--- config.mk ---
export PLATFORM = sky130hd
export DESIGN_NAME = sub_128bit_serial
export DESIGN_NICKNAME = d
export VERILOG_FILES = /design/src/rtl/sub_128bit_serial.sv
export SDC_FILE = /design/constraint.sdc
export NUM_CORES = 1
export LEC_CHECK = 0
export BUFFER_PORTS_ARGS = -buffer_cell sky130_fd_sc_hd__buf_2
export CAP_MARGIN = 30
export CORE_MARGIN = 1.5
export CORE_UTILIZATION = 56
export DETAILED_ROUTE_END_ITERATION = 10
export PLACE_DENSITY = 0.8
export REMOVE_ABC_BUFFERS = 1
export SETUP_SLACK_MARGIN = 0.05
export SYNTH_ARGS = -nofsm -noshare
export SYNTH_HDL_FRONTEND = slang
export SYNTH_SLANG_ARGS = --single-unit
--- constraint.sdc ---
create_clock -name clk -period 4.98 [get_ports clk]
set_clock_uncertainty 0.15 [all_clocks]
set_input_delay 0.249 -clock clk [delete_from_list [all_inputs] [get_ports clk]]
set_output_delay 0.249 -clock clk [all_outputs]
set_load 0.02 [all_outputs]
--- src/rtl/sub_128bit_serial.sv ---
// Bit-serial 128-bit subtractor: one 5-bit slice per cycle over 130-bit
// zero-extended operands, with the borrow taken from result bit 128.
module sub_128bit_serial (
    input  logic         clk,
    input  logic         rst_n,
    input  logic         start,
    input  logic [127:0] a,
    input  logic [127:0] b,
    output logic         busy,
    output logic         done,
    output logic [127:0] d,
    output logic         borrow
);

    typedef enum logic [1:0] {
        IDLE,
        RUN,
        DONE
    } state_t;

    localparam logic [4:0] LAST_SLICE = 5'd25;

    state_t       state_q, state_d;
    logic [129:0] a_q, a_d;
    logic [129:0] b_q, b_d;
    logic [129:0] res_q, res_d;
    logic [4:0]   idx_q, idx_d;
    logic         carry_q, carry_d;
    logic [127:0] d_q, d_d;
    logic         borrow_q, borrow_d;
    logic [7:0]   base;
    logic [5:0]   sum;

    always_comb begin
        state_d  = state_q;
        a_d      = a_q;
        b_d      = b_q;
        res_d    = res_q;
        idx_d    = idx_q;
        carry_d  = carry_q;
        d_d      = d_q;
        borrow_d = borrow_q;
        base     = {3'b000, idx_q} * 8'd5;
        sum      = {1'b0, a_q[base +: 5]} + {1'b0, ~b_q[base +: 5]} + {5'b00000, carry_q};

        case (state_q)
            IDLE: begin
                if (start) begin
                    a_d     = {2'b00, a};
                    b_d     = {2'b00, b};
                    idx_d   = '0;
                    carry_d = 1'b1;
                    state_d = RUN;
                end
            end
            RUN: begin
                res_d[base +: 5] = sum[4:0];
                carry_d          = sum[5];
                idx_d            = idx_q + 5'd1;
                // Outputs load from the just-completed result so they change only on entry to DONE.
                if (idx_q == LAST_SLICE) begin
                    d_d      = res_d[127:0];
                    borrow_d = res_d[128];
                    state_d  = DONE;
                end
            end
            DONE: begin
                state_d = IDLE;
            end
            default: begin
                state_d = IDLE;
            end
        endcase
    end

    always_ff @(posedge clk or negedge rst_n) begin
        if (!rst_n) begin
            state_q  <= IDLE;
            a_q      <= '0;
            b_q      <= '0;
            res_q    <= '0;
            idx_q    <= '0;
            carry_q  <= 1'b1;
            d_q      <= '0;
            borrow_q <= 1'b0;
        end else begin
            state_q  <= state_d;
            a_q      <= a_d;
            b_q      <= b_d;
            res_q    <= res_d;
            idx_q    <= idx_d;
            carry_q  <= carry_d;
            d_q      <= d_d;
            borrow_q <= borrow_d;
        end
    end

    assign busy   = (state_q == RUN);
    assign done   = (state_q == DONE);
    assign d      = d_q;
    assign borrow = borrow_q;

endmodule

==> results.yml <==
power:
  powerDensity_mw_per_mm2: 659
  power_frac_comb: 0.433
  power_frac_clock: 0.217
  fraction_of_power_spent_switching_nets: 0.420
  static-leakage-power_nw: 15.6
  report.power.total_mw: 19.5
  worst_ir_drop_vdd_mv: 1.02
  seq_pwr_share: 0.349
  intPower_mw: 11.3
  net-switching-power_mw: 8.18
layout:
  final_area_mm2: 0.0296
  layout-drive-gt1-share: 0.241
  area.growth.synth_to_final_pct: 30.4
  nets: 3113
yosys:
  netlist-cell-type-count: 62
  synthTopCellsByCount: "sky130_fd_sc_hd__nand2_1 (1,041), sky130_fd_sc_hd__dfrtp_1 (521), sky130_fd_sc_hd__mux2_2 (98), sky130_fd_sc_hd__clkbuf_1 (88), sky130_fd_sc_hd__nor2_1 (76)"
  post-synth-top-count-cell: "sky130_fd_sc_hd__nand2_1"
  synth_simple_gate_area_frac: 0.203
  yosys.area_share.adder: 0.00673
  synth_top_family_by_area: "simple AND/OR/NAND/NOR gates"
  post-synth-top-area-fraction: 0.575
  sequential_fraction_of_the_synthesis_area: 0.576
  yosys-top-cells-area: "sky130_fd_sc_hd__dfrtp_1 (57%), sky130_fd_sc_hd__nand2_1 (17%), sky130_fd_sc_hd__mux4_2 (5.4%)"
  synth.yosys.warnings: 0
  async_s_r_ff_share_synth: 1.00
  synth_compound_gate_area_share: 0.0391
  yosys.area_share.xor_xnor: 0.00386
  yosys_register_bits: 522
  synthMuxAreaShare: 0.143
  synth_top_cell_by_area: "sky130_fd_sc_hd__dfrtp_1"
  post_synthesis_instance_total: 2236
  synthesis.area_per_instance_um2: 10.1
  synthFlopType: "sky130_fd_sc_hd__dfrtp_1"
  synth_edf_count: 0
  area_of_the_mapped_netlist_mm2: 0.0227
detailed_routing:
  routed_via_density: 5.82
  detail_route.iter0.violations: 2309
  first_pass_iters: 10
  detail_route.wl_per_cell_um: 21.9
  detail-route-antenna-nets: 0
  totalWireLength_mm: 74.7
  remaining_drc_errors: 0
  total_number_of_vias: 19900
worst_setup_path:
  startpoint: "idx_q[1]"
  worst_r2r_path_depth: 13
  reg2reg_slack_ns: 0.23
  critical_path_required_ns: 5.31
  cp_data_arrival_time_ns: 5.08
  worst_setup_path_start_kind: "register"
  path_max_fanout: 29
  reg2reg_from: "idx_q[1]"
  end_kind: "register"
  path_class: "register to register"
  timing.rr.end: "res_q[98]"
sta:
  smallest_hold_slack_ns: 0.101
  report.final.slew_viol_count: 0
  grt_setup_unrepaired: "false"
  worst_slew_pin_slew_ns: 1.03
  worst_slew_margin_rel: 0.308
  finalHoldViolCount: 0
  final-setup-viol-count: 0
  timing.final.crit_share: 0.954
  maxClockFrequency_ghz: 0.211
  period_needed_ns: 4.75
grt:
  track_usage: 0.364
  grt_pass1_wl_mm: 115
  number_of_antenna_violations_at_the_first_check_in_global_routing: 4
  overflow: 0
  grt_start_max_net_pins: 151
  grt_pass1_vias: 20500
clock_tree:
  number_of_sinks_on_the_clock_net: 522
  cts-root-buf: "sky130_fd_sc_hd__clkbuf_16"
  postCtsHoldBufs: 257
  clock_tree.htree_level_count: 2
  postCtsSetupRepairBufs: 0
  cts_tree: "built"
  clock_transition_at_the_registers_of_the_reported_paths_ns: 0.06
  cts_buffers: 54
  cts_resized: 0
  worst_skew_pair.late_latency_ns: 0.62
  clk_path_buf_depth: 3
outcome:
  run_status: "finished, final reports clean"
flow_run:
  max-cap-violations: 0
die:
  design.portCount: 390
  coreArea_mm2: 0.0398
  fp.dieArea_mm2: 0.0417
  die_w_um: 204
  floorplan.rows: 73
  dieHeight_um: 204
  initial_core_util: 0.569
place:
  placement.io_buffers: 389
  hpwlAfterDp_mm: 42.4
  place_congestion: 0.891
  placement.cell_area_mm2: 0.0251
hold_path:
  type_of_the_most_critical_hold_path: "primary input to asynchronous set/reset pin"
-- per-stage QoR --
step	setup WS, ns	setup TNS [ns]	utilization	instances
2_1_floorplan	-3.38	-564.73	-	2103
3_3_place_gp	0.535	0	0.629	3051
3_5_place_dp	0.674	0	0.629	3052
4_1_cts	0.582	0	0.741	3409
5_1_grt	0.0944	0	0.742	3415
6_report	0.231	0	0.742	3415
-- cells in the final DEF (no fill, tap or decap), types with 28 or more instances in the layout --
master and count:
sky130_fd_sc_hd__a21oi_1 29, sky130_fd_sc_hd__o21ai_0 30, sky130_fd_sc_hd__dfrtp_1 518, sky130_fd_sc_hd__clkbuf_16 57
sky130_fd_sc_hd__nand2_1 1039, sky130_fd_sc_hd__buf_2 388, sky130_fd_sc_hd__buf_4 28, sky130_fd_sc_hd__mux2_2 98
sky130_fd_sc_hd__nor2_1 76, sky130_fd_sc_hd__mux2i_1 55, sky130_fd_sc_hd__dlygate4sd3_1 258, sky130_fd_sc_hd__mux4_2 54
-- sequential cells by signal, indices dropped and copies added, names as in the netlist --
signal and flops:
a_q 128, b_q 128, borrow 1, carry_q 1
d 128, idx_q 5, res_q 129, state_q 2
-- metal layers --
| layer | wire length [um] | track usage | vias to the layer above |
|---|---|---|---|
| met1 | 27200 | 0.456 | 9575 |
| met3 | 7310 | 0.0735 | 358 |
| met5 | 0 | 0 | - |
| met2 | 35500 | 0.587 | 1409 |
| met4 | 4710 | 0.218 | 0 |
| li1 | - | - | 8520 |
-- how the worst max path moves through the flow --
stage / to / cells after the start
2_1_floorplan: d[114] / 6
3_3_place_gp: res_q[99] / 13
6_report: res_q[98] / 13
4_1_cts: d[93] / 13
5_1_grt: d[123] / 13
3_5_place_dp: res_q[108] / 13
-- worst max-delay path, cell delays in order (launching register included) --
cell and delay [ns]:
sky130_fd_sc_hd__dfrtp_4 0.49, sky130_fd_sc_hd__buf_4 0.42, sky130_fd_sc_hd__mux4_2 0.38, sky130_fd_sc_hd__mux2i_1 0.56, sky130_fd_sc_hd__nor2_1 0.14, sky130_fd_sc_hd__a2111oi_0 0.38
sky130_fd_sc_hd__buf_4 0.18, sky130_fd_sc_hd__nor2_1 0.04, sky130_fd_sc_hd__ha_1 0.38, sky130_fd_sc_hd__a21oi_1 0.12, sky130_fd_sc_hd__a21boi_0 0.57, sky130_fd_sc_hd__or2_2 0.37
sky130_fd_sc_hd__nor2_1 0.13, sky130_fd_sc_hd__mux2_1 0.31
-- cells by family after synthesis --
| family | count (synthesis) |
|---|---|
| flip-flops | 522 |
| AND/OR/NAND/NOR | 1187 |
| buffers and inverters | 141 |
| adder cells (fa/ha/maj) | 11 |
| AO/OA/AOI/OAI | 128 |
| XOR/XNOR | 10 |
| multiplexers | 237 |
-- area by class of cell --
type	count	area, um2
Clock inverter	14	160
Inverter	8	31.3
Multi-Input combinational cell	1573	9000
Timing Repair Buffer	684	4940
Fill cell	2494	10300
Sequential cell	522	13100
Clock buffer	86	1700
Tap cell	525	657
Antenna cell	3	7.51
-- power by group through the flow --
stage	Clock, mW	Combinational (mW)	Sequential [mW]
floorplan	0	4.83	6.66
global placement	0	7.53	6.66
detailed placement	0	7.88	6.72
CTS	4.22	8.11	6.68
global route	4.41	9.06	6.91
finish	4.23	8.44	6.81
(Power assumes the default switching activity.)
